## config.mk

```make
export PLATFORM = sky130hd
export DESIGN_NAME = adc_sample_ram_writer
export DESIGN_NICKNAME = d
export VERILOG_FILES = /design/src/rtl/adc_writer_pkg.sv /design/src/rtl/adc_word_fifo.sv /design/src/rtl/adc_sample_ram_writer.sv
export SDC_FILE = /design/constraint.sdc
export NUM_CORES = 1
export LEC_CHECK = 0
export ABC_CLOCK_PERIOD_IN_PS = 2600
export BUFFER_PORTS_ARGS = -buffer_cell sky130_fd_sc_hd__buf_2
export CAP_MARGIN = 20
export CELL_PAD_IN_SITES_DETAIL_PLACEMENT = 1
export CELL_PAD_IN_SITES_GLOBAL_PLACEMENT = 2
export CORE_ASPECT_RATIO = 2
export CORE_MARGIN = 4
export CORE_UTILIZATION = 41
export DETAILED_ROUTE_END_ITERATION = 12
export PLACE_DENSITY = 0.9
export SLEW_MARGIN = 30
export SYNTH_ARGS = -nofsm -noshare
export SYNTH_HDL_FRONTEND = slang
export SYNTH_SLANG_ARGS = --single-unit
export TNS_END_PERCENT = 100
```

## constraint.sdc

```tcl
create_clock -name clk -period 2.6 [get_ports clk]
set_input_delay 0.52 -clock clk [delete_from_list [all_inputs] [get_ports clk]]
set_output_delay 0.52 -clock clk [all_outputs]
set_load 0.005 [all_outputs]
```

## src/rtl/adc_writer_pkg.sv

```systemverilog
// adc_writer_pkg: shared types, record layout and helpers for the ADC sample RAM writer
package adc_writer_pkg;
  typedef enum logic [1:0] {IDLE = 2'd0, RUN = 2'd1, DRAIN = 2'd2} state_t;
  localparam int CHAN_LSB = 12;
  localparam int CHAN_W = 3;
  localparam logic [3:0] BE_FULL = 4'b1111;
  localparam logic [3:0] BE_LOW = 4'b0011;
  function automatic logic [15:0] make_half(input logic [CHAN_W-1:0] chan, input logic [CHAN_LSB-1:0] code);
    return {1'b0, chan, code};
  endfunction
  function automatic logic [15:0] sat_inc(input logic [15:0] v);
    return &v ? v : v + 16'd1;
  endfunction
endpackage

```

## src/rtl/adc_word_fifo.sv

```systemverilog
// adc_word_fifo: small synchronous FIFO of {byteenable, data} entries, push allowed when full if popping
module adc_word_fifo #(
  parameter int DEPTH = 4,
  parameter int W = 36
) (
  input  logic         clk,
  input  logic         reset_n,
  input  logic         push,
  input  logic         pop,
  input  logic [W-1:0] din,
  output logic         full,
  output logic         empty,
  output logic [W-1:0] head
);
  localparam int AW = $clog2(DEPTH);
  logic [W-1:0] mem [DEPTH];
  logic [AW:0] wp, rp;
  logic do_push, do_pop;
  assign empty = wp == rp;
  assign full = wp == {~rp[AW], rp[AW-1:0]};
  assign do_pop = pop && !empty;
  assign do_push = push && (!full || do_pop);
  assign head = mem[rp[AW-1:0]];
  // Entry storage; contents are only meaningful between the pointers
  always_ff @(posedge clk)
    if (do_push) mem[wp[AW-1:0]] <= din;
  // Pointers; reset invalidates every entry
  always_ff @(posedge clk or negedge reset_n)
    if (!reset_n) begin
      wp <= '0;
      rp <= '0;
    end else begin
      if (do_push) wp <= wp + (AW+1)'(1);
      if (do_pop) rp <= rp + (AW+1)'(1);
    end
endmodule

```

## src/rtl/adc_sample_ram_writer.sv

```systemverilog
// adc_sample_ram_writer: packs ADC samples into 32-bit words and writes them into a circular RAM window
module adc_sample_ram_writer
  import adc_writer_pkg::*;
#(
  parameter int ADDR_W = 11,
  parameter int BASE_WORD = 1024,
  parameter int DEPTH_WORDS = 1024,
  parameter int FIFO_DEPTH = 4,
  parameter int SAMPLE_W = 12
) (
  input  logic              clk,
  input  logic              reset_n,
  input  logic              sample_valid,
  output logic              sample_ready,
  input  logic [SAMPLE_W-1:0] sample_data,
  input  logic [2:0]        sample_chan,
  input  logic              ctrl_start,
  input  logic              ctrl_stop,
  input  logic              irq_clear,
  output logic [ADDR_W-1:0] m_address,
  output logic [3:0]        m_byteenable,
  output logic              m_chipselect,
  output logic              m_write,
  output logic [31:0]       m_writedata,
  input  logic              m_waitrequest,
  output logic              busy,
  output logic [ADDR_W-1:0] wr_ptr,
  output logic [15:0]       wrap_count,
  output logic [15:0]       overrun_count,
  output logic              half_irq,
  output logic              full_irq
);
  localparam logic [ADDR_W-1:0] BASE = ADDR_W'(BASE_WORD);
  localparam logic [ADDR_W-1:0] HALF = ADDR_W'(BASE_WORD + DEPTH_WORDS/2 - 1);
  localparam logic [ADDR_W-1:0] LAST = ADDR_W'(BASE_WORD + DEPTH_WORDS - 1);
  state_t state;
  logic have_half, pend_valid, fifo_full, fifo_empty, done, hs, drained, start;
  logic [15:0] half_lo, rec;
  logic [35:0] pend, head;
  assign rec = make_half(sample_chan, CHAN_LSB'(sample_data));
  assign sample_ready = state == RUN;
  assign hs = sample_valid && sample_ready;
  assign busy = state != IDLE;
  assign start = state == IDLE && ctrl_start;
  assign m_write = !fifo_empty;
  assign m_chipselect = m_write;
  assign m_address = wr_ptr;
  assign m_writedata = m_write ? head[31:0] : '0;
  assign m_byteenable = m_write ? head[35:32] : '0;
  assign done = m_write && !m_waitrequest;
  assign drained = fifo_empty && !pend_valid && !have_half;
  adc_word_fifo #(.DEPTH(FIFO_DEPTH), .W(36)) u_fifo (
    .clk(clk),
    .reset_n(reset_n),
    .push(pend_valid),
    .pop(done),
    .din(pend),
    .full(fifo_full),
    .empty(fifo_empty),
    .head(head)
  );
  // Capture control: start opens the window, stop drains until every queued word is written
  always_ff @(posedge clk or negedge reset_n)
    if (!reset_n) state <= IDLE;
    else state <= state == IDLE ? (ctrl_start ? RUN : IDLE) :
                  state == RUN ? (ctrl_stop ? DRAIN : RUN) : (drained ? IDLE : DRAIN);
  // Pair samples into words one cycle ahead of the FIFO; a lone half is flushed on drain
  always_ff @(posedge clk or negedge reset_n)
    if (!reset_n) begin
      have_half <= 1'b0;
      half_lo <= '0;
      pend_valid <= 1'b0;
      pend <= '0;
    end else if (state == IDLE) begin
      have_half <= 1'b0;
      pend_valid <= 1'b0;
    end else begin
      pend_valid <= have_half && (hs || state == DRAIN);
      pend <= state == DRAIN ? {BE_LOW, 16'h0000, half_lo} : {BE_FULL, rec, half_lo};
      have_half <= hs ? !have_half : have_half && state != DRAIN;
      if (hs && !have_half) half_lo <= rec;
    end
  // Window pointer, wrap/overrun statistics and sticky interrupts (a set beats a clear)
  always_ff @(posedge clk or negedge reset_n)
    if (!reset_n) begin
      wr_ptr <= '0;
      wrap_count <= '0;
      overrun_count <= '0;
      half_irq <= 1'b0;
      full_irq <= 1'b0;
    end else begin
      if (start) begin
        wr_ptr <= BASE;
        wrap_count <= '0;
        overrun_count <= '0;
      end else begin
        if (done) wr_ptr <= wr_ptr == LAST ? BASE : wr_ptr + ADDR_W'(1);
        if (done && wr_ptr == LAST) wrap_count <= sat_inc(wrap_count);
        if (pend_valid && fifo_full && !done) overrun_count <= sat_inc(overrun_count);
      end
      half_irq <= (done && wr_ptr == HALF) || (half_irq && !irq_clear);
      full_irq <= (done && wr_ptr == LAST) || (full_irq && !irq_clear);
    end
endmodule

```

---- Word level (Yosys, flattened, before mapping) ----
Memory sizes are Yosys's and may differ from the RTL's.
Cells that the tools add are included.
operators by class
  reduce and logical (&&, ||, !) cells .... 37
  multiplexer cells ....................... 22
  bitwise logic cells ..................... 2
  equality and inequality tests ........... 9
  add/sub/neg operators ................... 5
operator list
  kind                                                  number
  two-way mux 16 bit                                    6
  two-way mux 36 bit                                    1
  two-way mux 11 bit                                    3
  adder 16 x 1 -> 16 bit (second input constant)        2
  two-way mux 32 bit                                    1
  AND reduction 16 bit                                  2
  equality test 11 bit (second input constant)          2
  logical AND 1 bit                                     16
  adder 11 x 1 -> 11 bit (second input constant)        1
  two-way mux 2 bit                                     4
  nonzero test 2 bit                                    4
  logical NOT 1 bit                                     7
  adder 3 x 1 -> 3 bit (second input constant)          2
  equality test 3 bit                                   2
  two-way mux 1 bit                                     6
  inequality test 2 bit (second input constant)         3
  AND reduction 2 bit                                   3
  logical OR 1 bit                                      4
  two-way mux 4 bit                                     1
  equality test 2 x 1 -> 1 bit (second input constant)  1
  equality test 2 bit (second input constant)           1
  logical NOT 2 bit                                     1
  NOT 1 bit                                             2
storage, ports and cells
  output and inout bits ................... 96
  memories kept ........................... 1
  flip-flop bits (word level) ............. 106
  input bits .............................. 22
  RAM bits ................................ 144
memories
  name        words  bits a word  rd ports  clocked after Yosys merged registers in  write ports  line                 text
  u_fifo.mem  4      36           1         0                                        1            adc_word_fifo.sv:16  logic [W-1:0] mem [DEPTH];

---- Depth between registers and ports, before layout ----
Gate-level depths: netlist of run 1.
  depth in word-level cells ............... 8
  gate-level depth with buffers ........... 8

---- By module ----
Synthesis of run 1 repeated with hierarchy kept, for this count alone.
unflattened totals
  cell total of the unflattened synthesis .. 663
  area total of the unflattened synthesis .. 10,252.3 sq um
by module, submodules not included
  module                 cells an instance  sequential area each (sq um)  area an instance (sq um)  instances
  adc_word_fifo          242                4,474.3                       5,676.7                   1
  adc_sample_ram_writer  421                2,402.3                       4,575.6                   1

---- Least setup slack after synthesis of run 1 ----
No wires, ideal clock.
  kind .................................... flip-flop to output port
  start point ............................. reg u_fifo.rp[0]
  end point ............................... out m_byteenable[1]
  data arrival time ....................... 1.876 ns
  stages on the path, launching flop included .. 6
  path buffers ............................ 3
  slack ................................... 0.204 ns
  required time ........................... 2.080 ns
  cell sequence ........................... dfrtp_1 -> buf_4 -> buf_1 -> mux4_2 -> nor2b_1 -> buf_4
between the ends
  longest elaborated chain between the ends .. 2
RTL lines
  what                                                                    line                         text
  start, declared                                                         adc_word_fifo.sv:17          logic [AW:0] wp, rp;
  start signal, assigned                                                  adc_word_fifo.sv:34          if (do_pop) rp <= rp + (AW+1)'(1);
  memory read (4 x 36 bit) / equality test 3 bit (equally long branches)  --
  two-way mux 4 bit *                                                     adc_sample_ram_writer.sv:49  assign m_byteenable = m_write ? head[35:32] : '0;
  end, declared                                                           adc_sample_ram_writer.sv:21  output logic [3:0] m_byteenable,
Every way passes the cells marked *; elsewhere a longest branch is shown, timed or not.

---- Worst setup path after layout of run 1 ----
  start point ............................. reg u_fifo.rp[0]
  end point ............................... out m_writedata[12]
between the ends
  longest elaborated chain between the ends .. 2
RTL lines
  what                                                                    line                         text
  memory read (4 x 36 bit) / equality test 3 bit (equally long branches)  --
  two-way mux 32 bit *                                                    adc_sample_ram_writer.sv:48  assign m_writedata = m_write ? head[31:0] : '0;
  end, declared                                                           adc_sample_ram_writer.sv:24  output logic [31:0] m_writedata,
Marked as above.

==> flow_summary.yaml, run 1 <==
synthesis:
  synth-seq-area-share_pct: 66.4
  synth_top_family_by_area: "multiplexers"
  synth_area_um2: 9630
  yosys_warnings: 0
  synth_compound_area_share_pct: 4.76
  synth.area.top_cells: "edfxtp_1, dfrtp_1, mux4_2"
  synth_edf_count: 128
  synth_ff_type: "edfxtp_1"
  postSynthCellCount: 646
  yosysTopAreaCellShare_pct: 39.9
  synth_cell_types: 51
  ys_seq_elements: 230
  yosys.area_share.simple_pct: 10.8
  async_flop_share_pct: 44.3
  synth_top_cell_by_area: "edfxtp_1"
  synthAdderAreaFrac_pct: 1.04
  synthMuxAreaShare_pct: 11.4
  synth_xor_area_share_pct: 2.34
  synth.avg_cell_area_um2: 14.9
worst_setup_path:
  cpPeakStageDelay_ns: 0.51
  worstSetupPathType: "reg -> out"
  crit_end: "m_writedata[12]"
  critPathMaxFanout: 8
  endpoint_kind: "output pin"
  r2r-end: "overrun_count[3]$_DFFE_PN0P_"
  worstPathArrival_ns: 2.08
  cp_common_cell: "buf_12"
  rr_worst_depth: 7
  startpoint: "u_fifo.rp[0]$_DFFE_PN0P_"
  crit_slowest_cell: "mux4_2"
  start_kind: "flop"
  r2r_setup_slack_ns: 0.24
  reg2reg_from: "u_fifo.rp[0]$_DFFE_PN0P_"
  critical_path.cell_chain: "buf_12, buf_12, buf_16, mux4_2, nor2b_4, buf_2"
  cp_data_required_time_ns: 2.08
clock_network:
  path_clk_slew_ns: 0.07
  cts_buffers: 21
  clock_path_buffers: 3
  cts_tree: "built"
  clk_latency_ns: 0.50
  cts_root_buffer: "clkbuf_16"
  h-tree-depth: 1
  cts_sinks: 230
  cts_hold_buf: 0
drt:
  firstDrtPassIters: 4
  drt-total-wl_mm: 24.6
  drt-initial-drc-count: 192
  ant_nets: 0
  vias_per_cell: 5.44
  avgRoutedWirePerCell_um: 22.8
  drc: 0
  num_vias: 5880
flow_run:
  maxCapViolations: 0
finish:
  drive_gt1_share_pct: 35.2
  regArea_um2: 6400
  antenna_cells: 0
  multi_input_area_um2: 3080
  n_fill_cell: 2292
  layout.nets: 814
  area_growth_pct: 21.5
  stdcell_count: 1081
die:
  die_h_um: 225
  dieArea_um2: 26100
  pin_count: 118
  coreArea_um2: 23200
  rows: 79
  start_util_pct: 41.4
  die_w_um: 116
timing:
  fmax_ghz: 0.385
  setup_viol: 1
  slew_headroom_pct: 54.9
  timing.final.hold_violations: 0
  layout_setup_ws_ns: -0.000760
  finClkSkew_ns: 0.0174
  fin_crit_ns: 2.60
  fin_crit_sh_pct: 100
  tightest_slew_ns: 0.677
  worst_hold_slack_ns: 0.0553
  rsz0062_at_grt: "true"
  maxSlewViolCount: 0
power_and_ir_drop:
  power.leakage_nw: 4.67
  pwr_density_cell_nw_per_um2: 1110
  vdd_ir_drop_max_mv: 0.876
global_route:
  overflow: 0
  grt_pass1_vias: 6417
  grt.total_usage_pct: 18.7
  antenna_found_initial: 1
  grt_pass1_wl_mm: 37.2
  grt_max_degree: 48
placed_design:
  dp.cells: 1025
  routabilityCongestion: 0.782
  numPortBuffers: 115
  dp_hpwl_mm: 15.6
run_status:
  violations: "negative setup slack"
  status: "finished, violations left"
min_path:
  hold_class: "in -> async"
==> registers in the layout (all words and copies together) (netlist names) <==
signal	count
wrap_count	16
m_address	11
full_irq	1
u_fifo.mem	128
half_irq	1
half_lo	15
state	2
pend_valid	1
pend	32
overrun_count	16
u_fifo.rp	3
have_half	1
u_fifo.wp	3
==> report_power, final <==
part / total (mW) / internal, mW / switching (mW)
combinational: 4.57 / 2.42 / 2.15
sequential: 5.31 / 4.70 / 0.607
clock: 3.09 / 1.72 / 1.37
total: 13.0 / 8.84 / 4.13
==> kinds of logic after synthesis <==
group,after synthesis
multiplexers,66
XOR/XNOR,24
adder cells (fa/ha/maj),8
flip-flops,230
AO/OA/AOI/OAI,72
other,1
AND/OR/NAND/NOR,186
buffers and inverters,59
==> critical path: cells and delay by family (launching register included) <==
kind | cells | cell delay, ns
buf+inv | 4 | 0.51
mux | 1 | 0.51
flops | 1 | 0.40
simple gates | 1 | 0.14
==> layer usage <==
metal	wire [µm]	track usage, %	vias up
li1	-	-	2666
met1	8390	20.0	3052
met2	14700	37.1	131
met3	925	2.26	31
met4	607	4.95	0
met5	0	0	-
==> repair_timing <==
item                       CTS  global route
pin swaps                    1             2
gates resized for setup     12            27
cloned                       4             4
setup buffers               11             3
setup endpoints to repair   34            36
==> layout by cell type, fill, tap and decap left out, types with 16 or more instances in the layout <==
cell type  netlist  final
inv_1           17     16
o21ai_0         19     19
or3_1           16     16
nor2_1          30     29
nand2_1         29     29
dfrtp_1        102    101
buf_2            4    114
buf_4           18     24
mux4_2          32     32
nor2b_1         34     22
a21oi_1         23     23
mux2_2          31     31
edfxtp_1       128    128
nand3_1         23     23
clkbuf_16        0     25
==> worst min path at each step <==
stage	start	to	slack, ns	cells past startpoint
2_1_floorplan	reset_n	full_irq$_DFF_PN0_	0.22	0
5_1_grt	reset_n	u_fifo.wp[2]$_DFFE_PN0P_	0.10	1
6_report	reset_n	overrun_count[4]$_DFFE_PN0P_	0.06	1
4_1_cts	reset_n	overrun_count[4]$_DFFE_PN0P_	0.06	1
3_5_place_dp	half_lo[1]$_DFFE_PN0P_	pend[1]$_DFFE_PN0P_	0.50	1
3_3_place_gp	pend[1]$_DFFE_PN0P_	u_fifo.mem[0][1]$_DFFE_PP_	0.48	0
==> synthesized netlist by cell type (all sizes together), types with 4 or more instances <==
library cell	n
mux2	31
and2	7
xnor2	13
nor2b	34
nor2	30
nor4	6
or4	7
nor3	10
mux4	32
dfrtp	102
or3	17
a21oi	23
nand3	23
ha	8
nand2	29
buf	26
nand4	10
xor2	11
clkbuf	16
inv	17
o21ai	19
a22o	15
o31ai	4
edfxtp	128
==> through the flow <==
step	util, %	setup slack [ns]	TNS (ns)	cell area (µm²)	power [mW]
detailed placement	45.5	0.302	0	10600	8.83
floorplan	-	0.204	0	9630	7.38
finish	50.4	-0.000760	-0.000760	11700	13.0
global placement	45.5	0.365	0	10600	8.62
global route	50.4	-0.0712	-1.52	11700	13.7
CTS	49.4	0.00185	0	11500	12.5
==> cell type report <==
class                   instances  share of cell area [%]
clock inverters                14                    1.29
well taps                     283                    3.03
multi-input cells             358                    26.3
inverters                      17                   0.545
flip-flops and latches        230                    54.7
clock buffers                  23                    4.56
repair buffers                156                    9.59
No activity file was read; power rests on OpenSTA's default activity.
==> inputs of run 2 (changes only) <==
- PLACE_DENSITY: 0.9 -> 0.81
==> run 2 against run 1 <==
Compared with the run above:
- the flow now finishes without violations
- sequential share of layout area grew 1.4 points
- wire length fell by 3.1%
- cell count decreased by 0.83%
- power fell by 6.9%
- sequential power decreased by 1%
- combinational power shrank 19%
- non-clock buffer count fell by 9
- first-iteration DRC count up 10%
- highest routed layer unchanged
==> flow_summary.yaml, run 2 (synthesis results as in run 1) <==
drt:
  drt-initial-drc-count: 212
  drt-total-wl_mm: 23.9
  vias_per_cell: 5.45
  drc: 0
  num_vias: 5842
  ant_nets: 0
  avgRoutedWirePerCell_um: 22.3
  firstDrtPassIters: 4
clock_network:
  cts_tree: "built"
  cts_root_buffer: "clkbuf_16"
  cts_buffers: 21
  cts_sinks: 230
  clk_latency_ns: 0.51
  path_clk_slew_ns: 0.07
  clock_path_buffers: 3
  h-tree-depth: 1
timing:
  fmax_ghz: 0.391
  rsz0062_at_grt: "true"
  setup_viol: 0
  worst_hold_slack_ns: 0.228
  timing.final.hold_violations: 0
  maxSlewViolCount: 0
  finClkSkew_ns: 0.0179
  fin_crit_ns: 2.56
  slew_headroom_pct: 55.7
  tightest_slew_ns: 0.664
  fin_crit_sh_pct: 98.3
die:
  rows: 79
  pin_count: 118
  die_w_um: 116
  coreArea_um2: 23200
  dieArea_um2: 26100
  die_h_um: 225
  start_util_pct: 41.4
power_and_ir_drop:
  vdd_ir_drop_max_mv: 0.834
  power.leakage_nw: 4.52
  pwr_density_cell_nw_per_um2: 1060
  power_mw: 12.1
global_route:
  antenna_found_initial: 0
  grt_pass1_wl_mm: 36.5
  overflow: 0
  grt_max_degree: 59
  grt.total_usage_pct: 18.2
  grt_pass1_vias: 6491
finish:
  largest_register_ffs: 128
  drive_gt1_share_pct: 33.0
  stdcell_count: 1072
  layout.nets: 805
  final_cell_mix: "edfxtp_1, buf_2, dfrtp_1"
  area_growth_pct: 18.5
  stdcell_area_um2: 11400
  antenna_cells: 0
  n_fill_cell: 2310
  final_common_cell: "edfxtp_1"
worst_setup_path:
  start_kind: "flop"
  endpoint_kind: "output pin"
  cp_data_required_time_ns: 2.08
  worstPathArrival_ns: 2.04
  worstSetupPathType: "reg -> out"
  critPathMaxFanout: 8
placed_design:
  post_dp_cell_area_um2: 10600
  dp_hpwl_mm: 16.0
  routabilityCongestion: 0.827
  dp.cells: 1028
  numPortBuffers: 115
run_status:
  status: "completed"
flow_run:
  maxCapViolations: 0
min_path:
  hold_class: "in -> reg"
## run 2: stage by stage
stage | util, % | setup slack [ns] | TNS [ns]
floorplan | - | 0.204 | 0
global placement | 45.5 | 0.327 | 0
detailed placement | 45.5 | 0.225 | 0
CTS | 48.6 | -0.0398 | -0.291
global route | 49.1 | -0.0310 | -0.564
finish | 49.1 | 0.0443 | 0
## run 2: layout make-up
cell class,instances,area [µm²],area share (%)
inverters,17,63.8,0.559
well taps,283,354,3.10
repair buffers,147,947,8.30
clock inverters,16,159,1.39
clock buffers,21,526,4.61
flip-flops and latches,230,6400,56.1
multi-input cells,358,2960,26.0
## run 2: worst max-delay path, stage by stage (launching register included)
cell and delay, ns:
dfrtp_2 0.38, buf_12 0.16, clkbuf_16 0.19, mux4_2 0.49, nor2b_1 0.14, buf_2 0.13
## run 2: what timing repair did
item                       4_1_cts  5_1_grt
hold endpoints to repair        25        0
hold buffers                     1        0
buffers inserted                 0        2
gates cloned                     1        3
setup endpoints to repair       34       27
resized for setup                2        1
## run 2: power by group
group	total, mW	switching, mW	internal, mW	leakage [nW]
logic	3.71	1.82	1.90	1.70
registers	5.25	0.546	4.70	2.48
clock network	3.11	1.40	1.71	0.336
## run 2: path summary, 6_finish.rpt
check	from	to	slack, ns	cells after the start
setup / recovery	u_fifo.rp[0]$_DFFE_PN0P_	m_writedata[27]	0.04	5
hold / removal	irq_clear	half_irq$_DFF_PN0_	0.23	2
hold reg to reg	half_lo[8]$_DFFE_PN0P_	pend[8]$_DFFE_PN0P_	0.50	1
max in group asynchronous	reset_n	pend[6]$_DFFE_PN0P_	1.46	3
min in group asynchronous	reset_n	m_address[6]$_DFFE_PN0P_	0.47	2
setup reg to reg	m_address[5]$_DFFE_PN0P_	wrap_count[3]$_DFFE_PN0P_	0.21	6
## run 2: layer usage
metal / track usage [%] / vias up / wire (µm)
met5: 0 / - / 0
met4: 4.65 / 0 / 394
met3: 2.18 / 26 / 873
met2: 36.2 / 114 / 14300
met1: 19.6 / 3051 / 8270
li1: - / 2651 / -
